<file path="config.mk">
export PLATFORM = sky130hd
export DESIGN_NAME = microcode_sequencer_flat
export DESIGN_NICKNAME = d
export VERILOG_FILES = /design/src/rtl/ucode_pkg.sv /design/src/rtl/microcode_sequencer_if.sv /design/src/rtl/micro_step_counter.sv /design/src/rtl/microcode_sequencer.sv /design/src/flat_wrapper.sv
export SDC_FILE = /design/constraint.sdc
export NUM_CORES = 1
export LEC_CHECK = 0
export CAP_MARGIN = 25
export CORE_ASPECT_RATIO = 0.9
export CORE_MARGIN = 4
export CORE_UTILIZATION = 32
export DETAILED_ROUTE_END_ITERATION = 16
export GPL_ROUTABILITY_DRIVEN = 0
export PLACE_DENSITY = 0.78
export SYNTH_ARGS = -nofsm -noshare
export SYNTH_HDL_FRONTEND = slang
export SYNTH_SLANG_ARGS = --single-unit
</file>
<file path="constraint.sdc">
create_clock -name clk -period 4.8 [get_ports clk]
set_input_delay 0.48 -clock clk [delete_from_list [all_inputs] [get_ports clk]]
set_output_delay 0.48 -clock clk [all_outputs]
set_load 0.02 [all_outputs]
</file>
<file path="src/rtl/ucode_pkg.sv">
// ucode_pkg
// Shared definitions for the microcode sequencer and the microcode ROM image:
// sequencer state encoding, FETCH/EXEC step boundaries, the end-of-instruction
// marker word and the opcode numbering used to lay out ROM pages.
package ucode_pkg;

    typedef enum logic [1:0] {
        ST_IDLE  = 2'd0,
        ST_FETCH = 2'd1,
        ST_EXEC  = 2'd2
    } seq_state_t;

    // Steps 0..FETCH_LAST_STEP are the common fetch sequence; opcode-specific
    // microcode starts at EXEC_FIRST_STEP.
    localparam int FETCH_LAST_STEP = 3;
    localparam int EXEC_FIRST_STEP = 4;

    // An all-zero control word in EXEC terminates the instruction.
    localparam logic [31:0] END_WORD = 32'h0000_0000;

    localparam logic [7:0] OP_LDA = 8'd0;
    localparam logic [7:0] OP_LDB = 8'd1;
    localparam logic [7:0] OP_ADD = 8'd2;

    // ROM address layout: opcode selects a page, step selects the word.
    function automatic logic [15:0] ucode_addr(input logic [7:0] opcode,
                                               input logic [7:0] step);
        return {opcode, step};
    endfunction

endpackage

</file>
<file path="src/rtl/microcode_sequencer_if.sv">
// microcode_sequencer_if
// Microcode ROM bus between the sequencer and a combinational ROM.
//   instr_mem_addr_out : ROM address {opcode, step} driven by the sequencer
//   ctrl_word_in       : ROM data for that address, returned in the same cycle
// Modports: master = sequencer side, slave = ROM side.
interface microcode_sequencer_if #(
    parameter int STEP_W = 8
);
    logic [7+STEP_W:0] instr_mem_addr_out;
    logic [31:0]       ctrl_word_in;

    modport master (
        output instr_mem_addr_out,
        input  ctrl_word_in
    );

    modport slave (
        input  instr_mem_addr_out,
        output ctrl_word_in
    );
endinterface

</file>
<file path="src/rtl/micro_step_counter.sv">
// micro_step_counter
// Micro-step counter with synchronous clear and count enable.
//   clk, rst   : clock and synchronous active-high reset
//   clear_in   : forces the step to 0 (takes priority over enable)
//   enable_in  : advances the step by one
//   step_out   : current step
//   at_max_out : step equals MAX_STEP (last legal step)
module micro_step_counter #(
    parameter int STEP_W   = 8,
    parameter int MAX_STEP = 255
) (
    input  logic              clk,
    input  logic              rst,
    input  logic              clear_in,
    input  logic              enable_in,
    output logic [STEP_W-1:0] step_out,
    output logic              at_max_out
);

    logic [STEP_W-1:0] step_reg;

    always_ff @(posedge clk) begin
        if (rst) begin
            step_reg <= '0;
        end else if (clear_in) begin
            step_reg <= '0;
        end else if (enable_in) begin
            step_reg <= step_reg + 1'b1;
        end
    end

    assign step_out   = step_reg;
    assign at_max_out = (step_reg == STEP_W'(MAX_STEP));

endmodule

</file>
<file path="src/rtl/microcode_sequencer.sv">
// microcode_sequencer
// Walks a microcode ROM: a shared fetch sequence (steps 0-3), then the
// opcode-specific page (steps 4+) until an all-zero end word.
//   clk, rst             : clock, synchronous active-high reset
//   run_in               : enables sequencing; sampled to leave IDLE and at
//                          instruction end
//   stall_in             : freezes step/state/opcode and zeroes the control word
//   ir_opcode_in         : opcode captured on the edge that ends step 3
//   rom                  : ROM bus (address out, combinational data in)
//   ctrl_word_out        : gated control word to the datapath
//   step_out             : current micro-step
//   instr_done_out       : pulse on a normal instruction end (step > 4)
//   illegal_op_out       : pulse when the end word appears at step 4
//   step_overflow_out    : sticky, set when the step runs past MAX_STEP
module microcode_sequencer
    import ucode_pkg::*;
#(
    parameter int STEP_W   = 8,
    parameter int MAX_STEP = 255
) (
    input  logic                        clk,
    input  logic                        rst,
    input  logic                        run_in,
    input  logic                        stall_in,
    input  logic [7:0]                  ir_opcode_in,
    microcode_sequencer_if.master       rom,
    output logic [31:0]                 ctrl_word_out,
    output logic [STEP_W-1:0]           step_out,
    output logic                        instr_done_out,
    output logic                        illegal_op_out,
    output logic                        step_overflow_out
);

    seq_state_t        state_reg;
    logic [7:0]        opcode_reg;
    logic              overflow_reg;

    logic [STEP_W-1:0] step;
    logic              at_max;

    logic running;
    logic advance;
    logic word_is_end;
    logic end_hit;
    logic overflow_hit;
    logic fetch_done;
    logic start;
    logic cnt_clear;

    assign running      = (state_reg != ST_IDLE);
    assign advance      = running && !stall_in;
    assign word_is_end  = (rom.ctrl_word_in == END_WORD);

    // Stall masks every detector, so no pulse can fire on a frozen cycle.
    assign end_hit      = advance && (state_reg == ST_EXEC) && word_is_end;
    assign overflow_hit = advance && (state_reg == ST_EXEC) && !word_is_end && at_max;
    assign fetch_done   = advance && (state_reg == ST_FETCH) &&
                          (step == STEP_W'(FETCH_LAST_STEP));
    assign start        = (state_reg == ST_IDLE) && run_in && !stall_in;

    // Holding the counter cleared in IDLE guarantees FETCH begins at step 0.
    assign cnt_clear    = (state_reg == ST_IDLE) || end_hit || overflow_hit;

    micro_step_counter #(
        .STEP_W   (STEP_W),
        .MAX_STEP (MAX_STEP)
    ) u_step_counter (
        .clk        (clk),
        .rst        (rst),
        .clear_in   (cnt_clear),
        .enable_in  (advance),
        .step_out   (step),
        .at_max_out (at_max)
    );

    always_ff @(posedge clk) begin
        if (rst) begin
            state_reg    <= ST_IDLE;
            opcode_reg   <= 8'h00;
            overflow_reg <= 1'b0;
        end else begin
            case (state_reg)
                ST_IDLE: begin
                    if (start) begin
                        state_reg <= ST_FETCH;
                    end
                end
                ST_FETCH: begin
                    // The opcode is only captured here, keeping the ROM page
                    // stable for the whole EXEC phase.
                    if (fetch_done) begin
                        opcode_reg <= ir_opcode_in;
                        state_reg  <= ST_EXEC;
                    end
                end
                ST_EXEC: begin
                    if (end_hit) begin
                        state_reg <= run_in ? ST_FETCH : ST_IDLE;
                    end else if (overflow_hit) begin
                        state_reg    <= ST_FETCH;
                        overflow_reg <= 1'b1;
                    end
                end
                default: begin
                    state_reg <= ST_IDLE;
                end
            endcase
        end
    end

    assign rom.instr_mem_addr_out = {opcode_reg, step};

    genvar gi;
    generate
        for (gi = 0; gi < 32; gi++) begin : g_ctrl_gate
            assign ctrl_word_out[gi] = advance & rom.ctrl_word_in[gi];
        end
    endgenerate

    assign step_out          = step;
    assign instr_done_out    = end_hit && (step > STEP_W'(EXEC_FIRST_STEP));
    assign illegal_op_out    = end_hit && (step == STEP_W'(EXEC_FIRST_STEP));
    assign step_overflow_out = overflow_reg;

endmodule

</file>
<file path="src/flat_wrapper.sv">
// flat-port wrapper written by rule: the top's interface ports become plain ports
module microcode_sequencer_flat import ucode_pkg::*;
#(
    parameter int STEP_W   = 8,
    parameter int MAX_STEP = 255
)
  (clk, rst, run_in, stall_in, ir_opcode_in, ctrl_word_out, step_out, instr_done_out, illegal_op_out, step_overflow_out, rom_instr_mem_addr_out, rom_ctrl_word_in);
  microcode_sequencer_if #(.STEP_W(STEP_W)) rom_i ();
  input  logic clk;
  input  logic rst;
  input  logic run_in;
  input  logic stall_in;
  input  logic [7:0] ir_opcode_in;
  output logic [31:0] ctrl_word_out;
  output logic [STEP_W-1:0] step_out;
  output logic instr_done_out;
  output logic illegal_op_out;
  output logic step_overflow_out;
  output wire logic [$bits(rom_i.instr_mem_addr_out)-1:0] rom_instr_mem_addr_out;
  input wire logic [$bits(rom_i.ctrl_word_in)-1:0] rom_ctrl_word_in;
  assign rom_instr_mem_addr_out = rom_i.instr_mem_addr_out;
  assign rom_i.ctrl_word_in = rom_ctrl_word_in;
  microcode_sequencer #(.STEP_W(STEP_W), .MAX_STEP(MAX_STEP)) u_core (.clk(clk), .rst(rst), .run_in(run_in), .stall_in(stall_in), .ir_opcode_in(ir_opcode_in), .rom(rom_i), .ctrl_word_out(ctrl_word_out), .step_out(step_out), .instr_done_out(instr_done_out), .illegal_op_out(illegal_op_out), .step_overflow_out(step_overflow_out));
endmodule
</file>
==> qor.yml <==
htree_levels: 1
regArea_sq_um: 380.4
dr_total_vias: 1374
first_iter_violations: 53
maxCapViolations: 0
cts_buffers: 3
synthDistinctLibCells: 39
finalCritPeriodShare: 0.7057
max_freq_ghz: 0.2952
cts_root_buffer: "clkbuf_8"
period_needed_ns: 3.388
synthTopCellsByCount: "31 x and2_1, 22 x nor2_1, 19 x dfxtp_1"
initial_core_util: 0.3390
p_per_area_nw_per_um2: 155.1
clock_latency_ns: 0.25
n_antenna_cell: 0
critPathArrivalTime_ns: 2.91
slew_viol_final: 0
yosys.cell_count.top_type: "and2_1"
cp_cell_sequence: "clkdlybuf4s50_1 > nor4_1 > nand2_1 > or4_4 > nor3_4 > and4_1 > clkdlybuf4s50_1"
worst_ep_required_time_ns: 4.32
drcViolationCount: 0
synth.yosys.seq_area_share: 0.2966
routedWlPerCell_um: 13.01
hold_viol_final: 0
p_leak_nw: 0.9002
synth_top_cell_by_area: "dfxtp_1"
post_cts_buffers: 0
holdWs_ns: 0.4937
synth_area_leaders: "dfxtp_1 30%, and2_1 15%, mux2i_1 7.0%"
outcome: "completed"
nets: 294
ys.warnings.count: 0
rows: 21
io_buffers: 102
die_area_sq_um: 5086
fin_ws_ns: 1.412
holdCritPathClass: "reg2reg"
setup_viol: 0
first_global_vias: 1276
fillers: 347
post_drt_via_cell_ratio: 4.689
total_power_mw: 0.3587
core_area_sq_um: 3784
critical_path.slowest_cell: "or4_4"
layout.cells.non_filler: 293
cts_sinks: 19
die_x_um: 74.73
yosys_register_bits: 19
synthArstFlopShare: 0
worstPathMaxFanout: 5
clockBufferDepth: 2
track_usage: 0.1439
drtAntennaViolNets: 0
hpwl_mm: 3.161
ir_drop_mv: 0.07631
synthCells: 155
num_io_pins: 103
slew_headroom: 0.5573
grt_setup_unrepaired: "no"
clk_pin_slew_ns: 0.07
dr.pass1.iters: 4
syn_nets: 201
synth_edf_count: 0
drive_above_1_share: 0.06073
worstMarginPinSlew_ns: 0.6620
netlist_area_sq_um: 1282
end_kind: "output port"
wl_mm: 3.813
syn_area_per_cell_sq_um: 8.274
path_class: "in2out"
cpMostUsedCell: "clkdlybuf4s50_1"
cp-start-kind: "input pin"
ys.flop_type: "dfxtp_1"
synth_top_area_frac: 0.2966
cts_tree: "yes"
die_h_um: 68.06
slowest_delay_ns: 0.61
tns_ns: 0
cts_resized: 0
antenna_found_initial: 0
grt_max_degree: 35
finClkSkew_ns: 0.002703
syn2layout_area_growth_pct: 80.29
place_ws_ns: 1.401
overflow: 0
grt_pass1_wl_mm: 5.678
multi_input_comb_area_sq_um: 797.0
holdBufCountCts: 0
dp.cells: 289
## power by group
part           total (mW)  internal, mW  switching (mW)
Sequential          0.161         0.159         0.00169
Clock               0.109        0.0588          0.0498
Combinational      0.0894        0.0545          0.0349
## per-layer routing
| layer | routed length, um | share of wire | GRT usage | vias up |
|---|---|---|---|---|
| met4 | 13 | 0.0034 | 0.04444 | 0 |
| li1 | - | - | - | 699 |
| met2 | 1671 | 0.44 | 0.2270 | 72 |
| met1 | 1609 | 0.42 | 0.1718 | 601 |
| met5 | 0 | 0 | 0 | - |
| met3 | 519 | 0.14 | 0.07048 | 2 |
## placed cells by master, fill, tap and decap left out, types with 3 or more instances in the layout
master / synthesis / final
nand2_1: 5 / 5
mux2i_1: 9 / 9
dfxtp_1: 19 / 19
clkbuf_8: 1 / 3
and2_1: 31 / 31
xor2_1: 6 / 6
inv_1: 3 / 3
clkdlybuf4s50_1: 0 / 102
nor4_1: 9 / 9
nand3_1: 3 / 3
nor2b_1: 3 / 3
nor2_1: 22 / 22
## per-stage QoR
stage	cell area (sq um)	utilization
3_3_place_gp	2267	0.5992
4_1_cts	2312	0.6111
2_1_floorplan	1282	-
5_1_grt	2312	0.6111
6_report	2312	0.6111
3_5_place_dp	2267	0.5992
## worst max-delay path, delay by kind of cell
| family | cells | cell delay (ns) |
|---|---|---|
| simple gates | 5 | 1.40 |
| buf+inv | 2 | 1.02 |
## cell type report
class	count	share of cell area
Tap cell	46	0.02489
Clock buffer	4	0.01948
Timing Repair Buffer	102	0.4416
Multi-Input combinational cell	119	0.3447
Inverter	3	0.004870
Sequential cell	19	0.1645
## logic make-up (layout without fill, tap and decap cells)
logic type / Yosys count / after routing / synth area share
muxes: 9 / 9 / 0.07025
and+or+nand+nor: 91 / 91 / 0.4137
buffers and inverters: 17 / 109 / 0.08194
AOI/OAI and AO/OA: 10 / 10 / 0.07025
DFF: 19 / 19 / 0.2966
xor gates and xnor gates: 7 / 7 / 0.04781
adders and majority gates: 2 / 2 / 0.01951
## worst paths after layout
kind                                                                     start                                     to  slack, ns  cells after the start
worst max-delay path                                      rom_ctrl_word_in[17]                         illegal_op_out       1.41                      7
worst min-delay path                     u_core.step_overflow_out$_SDFFE_PP0P_  u_core.step_overflow_out$_SDFFE_PP0P_       0.49                      2
worst max register to register  u_core.u_step_counter.step_out[1]$_SDFFE_PP0N_       u_core.state_reg[1]$_SDFFE_PP0P_       2.70                      6
worst min register to register           u_core.step_overflow_out$_SDFFE_PP0P_  u_core.step_overflow_out$_SDFFE_PP0P_       0.49                      2
No activity file was read; power rests on OpenSTA's default activity.
==> variant 1, RTL diff (same flow settings) <==
Re-encode `seq_state_t` (3 states) as one-hot, 3 bits wide.
--- a/src/rtl/ucode_pkg.sv
+++ b/src/rtl/ucode_pkg.sv
@@ -4,10 +4,10 @@
 // marker word and the opcode numbering used to lay out ROM pages.
 package ucode_pkg;
 
-    typedef enum logic [1:0] {
-        ST_IDLE  = 2'd0,
-        ST_FETCH = 2'd1,
-        ST_EXEC  = 2'd2
+    typedef enum logic [2:0] {
+        ST_IDLE  = 3'b001,
+        ST_FETCH = 3'b010,
+        ST_EXEC  = 3'b100
     } seq_state_t;
 
     // Steps 0..FETCH_LAST_STEP are the common fetch sequence; opcode-specific
Behaviour: no difference found for any inputs over 10 cycles, from zero or initial values and one cycle with rst high; not proved beyond that.
==> variant 1 against the original RTL <==
- register-to-register slack got worse by 0.09 ns
- worst setup slack got worse by 0.12 ns
- non-clock buffer count rose by 1
- die area rose by 3.1%
- critical path depth did not move
- area after synthesis rose by 3.5%
- sequential cell count rose by 1
- global-route usage rose by 1.2 points
- highest routed layer unchanged
- clock skew fell by 0.00083 ns
- cell area rose by 3.7%
- wire length rose by 11%
Power is not compared: it rests on default switching activity, and its combinational part moved more than twofold at a synthesized area within 25%.
==> variant 1: results (changes against the original RTL) <==
metric,value,unit,change
met2 usage,25.1,%,was 22.7%
met1 GRT Util,17.9,%,was 17.2%
dpl hpwl,3380,um,was 3160 um
Syn Nets,216,,was 201
GRT Total Usage,15.6,%,was 14.4%
leading post-synthesis cells by cell area,"dfxtp_1 30%, and2_1 16%, mux2i_1 6.8%, nor2_1 5.4%, buf_4 4.5%",,"was dfxtp_1 30%, and2_1 15%, mux2i_1 7.0%, nor2_1 6.4%, buf_4 4.7%"
WL final,4220,um,was 3810 um
drt initial violations,89,,was 53
reg2reg start,u_core.u_step_counter.step_out[0],,was u_core.u_step_counter.step_out[1]
slowest CP cell,clkdlybuf4s50_1,,was or4_4
sequential element share of the synthesized area,30.2,%,was 29.7%
status,"finished, final reports clean",,unchanged
# nets final,308,,was 294
worst reg2reg setup slack,2.61,ns,was 2.70 ns
Unique masters post-synth,33,,was 39
fraction of layout cells with a size suffix above 1,3.45,%,was 6.07%
Commonest cells post-synth,"33 x and2_1, 20 x dfxtp_1, 19 x nor2_1",,"was 31 x and2_1, 22 x nor2_1, 19 x dfxtp_1"
filler instances,344,,was 347
met3 Resource Use GR,8.43,%,was 7.05%
WP data arrival,3.03,ns,was 2.91 ns
drt pass-1 iters,4,,unchanged
Final Skew,0.00188,ns,was 0.00270 ns
first-pass GRT wire length,6530,um,was 5680 um
Slew headroom,37.3,%,was 55.7%
via count,1498,,was 1374
variant 1: changes by cell type after synthesis, sizes merged, moves of 2 or more:
cell	change
nand4	+4
clkbuf	+3
nor2	-3
or4	+2
nor3	+7
and4	-2
o21bai	-2
xnor2	+2
variant 1: worst paths after layout:
kind | to | depth (start not counted)
hold / removal | u_core.step_overflow_out | 2
setup reg to reg | u_core.opcode_reg[7] | 5
setup / recovery | instr_done_out | 7
hold reg to reg | u_core.step_overflow_out | 2
variant 1: metrics by stage:
step	cells	worst slack [ns]	util [%]	hold slack, ns
global route	307	1.19	62.1	0.517
detailed placement	303	1.25	60.2	0.477
CTS	307	1.24	62.1	0.493
floorplan	170	2.26	-	0.580
global placement	303	1.26	60.2	0.452
finish	307	1.29	62.1	0.486
variant 1: power by group through the flow:
stage	Sequential, uW	Combinational (uW)	Clock, uW
floorplan	179	94.9	0
global placement	180	197	0
detailed placement	180	197	0
CTS	176	199	172
global route	177	212	178
finish	176	197	168
variant 1: area by class of cell:
cell class                      instances  area, um2  share of cell area [%]
Clock inverter                          1       30.0                    1.25
Clock buffer                            3       41.3                    1.72
Multi-Input combinational cell        130        825                    34.4
Tap cell                               46       57.6                    2.40
Inverter                                4       15.0                   0.626
Sequential cell                        20        400                    16.7
Timing Repair Buffer                  103       1030                    42.9
variant 1: cell families after synthesis:
family                   count (synthesis)  synth area share (%)
buffers and inverters                   20                  7.92
flip-flops                              20                  30.2
XOR/XNOR                                 8                  5.28
adder cells (fa/ha/maj)                  2                  1.88
multiplexers                             9                  6.79
AND/OR/NAND/NOR                        101                  42.5
AO/OA/AOI/OAI                           10                  5.47
variant 1: metal layers:
layer	wire [um]	share of wire (%)	vias up
met4	42	1.0	0
met5	0	0	-
li1	-	-	760
met2	1910	45	72
met3	566	13	4
met1	1700	40	662
==> variant 2, RTL diff (config.mk and constraints unchanged) <==
Made on the original files. `STEP_W` is set to 8 in 4 places; all go to 10.
--- a/src/rtl/microcode_sequencer_if.sv
+++ b/src/rtl/microcode_sequencer_if.sv
@@ -4,7 +4,7 @@
 //   ctrl_word_in       : ROM data for that address, returned in the same cycle
 // Modports: master = sequencer side, slave = ROM side.
 interface microcode_sequencer_if #(
-    parameter int STEP_W = 8
+    parameter int STEP_W = 10
 );
     logic [7+STEP_W:0] instr_mem_addr_out;
     logic [31:0]       ctrl_word_in;
--- a/src/rtl/micro_step_counter.sv
+++ b/src/rtl/micro_step_counter.sv
@@ -6,7 +6,7 @@
 //   step_out   : current step
 //   at_max_out : step equals MAX_STEP (last legal step)
 module micro_step_counter #(
-    parameter int STEP_W   = 8,
+    parameter int STEP_W   = 10,
     parameter int MAX_STEP = 255
 ) (
     input  logic              clk,
--- a/src/rtl/microcode_sequencer.sv
+++ b/src/rtl/microcode_sequencer.sv
@@ -15,7 +15,7 @@
 module microcode_sequencer
     import ucode_pkg::*;
 #(
-    parameter int STEP_W   = 8,
+    parameter int STEP_W   = 10,
     parameter int MAX_STEP = 255
 ) (
     input  logic                        clk,
--- a/src/flat_wrapper.sv
+++ b/src/flat_wrapper.sv
@@ -1,7 +1,7 @@
 // flat-port wrapper written by rule: the top's interface ports become plain ports
 module microcode_sequencer_flat import ucode_pkg::*;
 #(
-    parameter int STEP_W   = 8,
+    parameter int STEP_W   = 10,
     parameter int MAX_STEP = 255
 )
   (clk, rst, run_in, stall_in, ir_opcode_in, ctrl_word_out, step_out, instr_done_out, illegal_op_out, step_overflow_out, rom_instr_mem_addr_out, rom_ctrl_word_in);
Ports: changed (resized rom_instr_mem_addr_out and step_out); port bits go from 103 to 107. No check against the original RTL was run, so the function may have changed too.
==> variant 2 against the original RTL <==
- global-route usage is 0.20 points higher
- sequential share of layout area is 0.68 points higher
- power is 7.0% higher
- die area is 8.3% higher
- core utilization is 2.1 points lower
- area after synthesis is 9.4% higher
- sequential cell count is 2 higher
- worst setup slack better by 0.16 ns
- clock power is 6% higher
- cell area is 6.1% higher
- combinational power hardly changed
- wire length is 9.7% higher
==> variant 2: results (changes against the original RTL) <==
metric,value,unit,change
sequential element share of the synthesized area,30.0,%,was 29.7%
Commonest cells post-synth,"30 x and2_1, 24 x nor2_1, 21 x dfxtp_1",,"was 31 x and2_1, 22 x nor2_1, 19 x dfxtp_1"
status,"finished, final reports clean",,unchanged
WL/cell,13.0,um,about the same
max reg flops,10,,
met1 GRT Util,17.0,%,was 17.2%
clock latency on the worst-skew pair,0.26,ns,
Leak,0.000849,uW,was 0.000900 uW
leading post-synthesis cells by cell area,"dfxtp_1 30%, and2_1 13%, mux2i_1 6.4%, nor2_1 6.4%, buf_4 5.4%",,"was dfxtp_1 30%, and2_1 15%, mux2i_1 7.0%, nor2_1 6.4%, buf_4 4.7%"
first-pass GRT wire length,6670,um,was 5680 um
drt initial violations,55,,was 53
WP data arrival,2.75,ns,was 2.91 ns
CP Max Fanout,7,,was 5
vias per cell,4.71,,was 4.69
post-CTS setup buffer count,0,,unchanged
vias in the first global route,1481,,was 1276
Final Skew,0.00328,ns,was 0.00270 ns
number of I/O port buffers,106,,was 102
clk root buf,clkbuf_8,,unchanged
crit-path max cell delay,0.66,ns,was 0.61 ns
"CTS clk-pin slew, worst paths",0.08,ns,
n_diodes,0,,unchanged
slowest CP cell,clkdlybuf4s50_1,,was or4_4
Setup Slack @ Placement,1.54,ns,was 1.40 ns
Syn Nets,218,,was 201
largest net degree at the start of global routing,37,,was 35
Worst VDD drop,86.2,uV,was 76.3 uV
Ys Warns,0,,unchanged
worst-margin pin slew,0.558,ns,was 0.662 ns
filler instances,371,,was 347
dpl hpwl,3430,um,was 3160 um
H-tree levels,1,,unchanged
Num CTS Buffers,3,,unchanged
fraction of layout cells with a size suffix above 1,5.34,%,was 6.07%
initial antenna violation count,0,,unchanged
GRT Total Usage,14.6,%,was 14.4%
Clock Tree Buf Depth,2,,unchanged
Unique masters post-synth,36,,was 39
Hold WC Path Type,register to register,,unchanged
post-cts resize count,0,,unchanged
met2 usage,23.8,%,was 22.7%
post-synthesis async set-or-reset flop share,0,%,unchanged
met3 Resource Use GR,8.65,%,was 7.05%
# nets final,309,,was 294
==> variant 2: changes by cell type after synthesis, moves of 3 or more <==
cell	before	now
inv_1	3	8
nand4_1	2	5
nor2b_1	3	0
nor3_1	1	6
==> variant 2: cell families after synthesis <==
logic type / count (synthesis) / share of synthesized area [%]
adder cells (fa/ha/maj): 2 / 1.78
flip-flops: 21 / 30.0
AO/OA/AOI/OAI: 9 / 6.25
multiplexers: 9 / 6.42
XOR/XNOR: 9 / 5.62
buffers and inverters: 28 / 11.5
AND/OR/NAND/NOR: 94 / 38.4
==> variant 2: area by class of cell <==
class,count,area share [%]
clock buffer,3,1.68
clock inverter,1,0.204
inverter,8,1.22
multi-input combinational,123,33.5
sequential,21,17.1
tap,60,3.06
timing repair buffer,106,43.2
==> variant 2: critical path, delay by kind of cell <==
kind,cells,cell delay [ns]
buffers and inverters,2,1.08
AND/OR/NAND/NOR,4,1.18
==> variant 2: through the flow <==
stage / instance area [um2] / std cells
after floorplan: 1400 / 172
after global placement: 2410 / 318
after detailed placement: 2410 / 318
after CTS: 2450 / 322
after global routing: 2450 / 322
final: 2450 / 322
==> variant 2: routing by layer <==
metal  wire, um  vias up
met3        627        2
met1       1680      678
met4         10        0
met5          0        -
li1           -      757
met2       1870       79
==> variant 2: path summary, 6_finish.rpt <==
path | startpoint | to | slack, ns | cells after the start
worst max-delay path | rom_ctrl_word_in[1] | illegal_op_out | 1.57 | 6
worst min-delay path | u_core.opcode_reg[6] | u_core.opcode_reg[6] | 0.50 | 2
worst max register to register | u_core.u_step_counter.step_out[0] | u_core.state_reg[0] | 2.63 | 6
worst min register to register | u_core.opcode_reg[6] | u_core.opcode_reg[6] | 0.50 | 2
==> variant 2: report_power, final <==
group	total [uW]	internal (uW)	switching, uW
Sequential	178	175	2.47
Clock	116	57.8	58.6
Combinational	89.7	54.1	35.6
Total	384	287	96.7
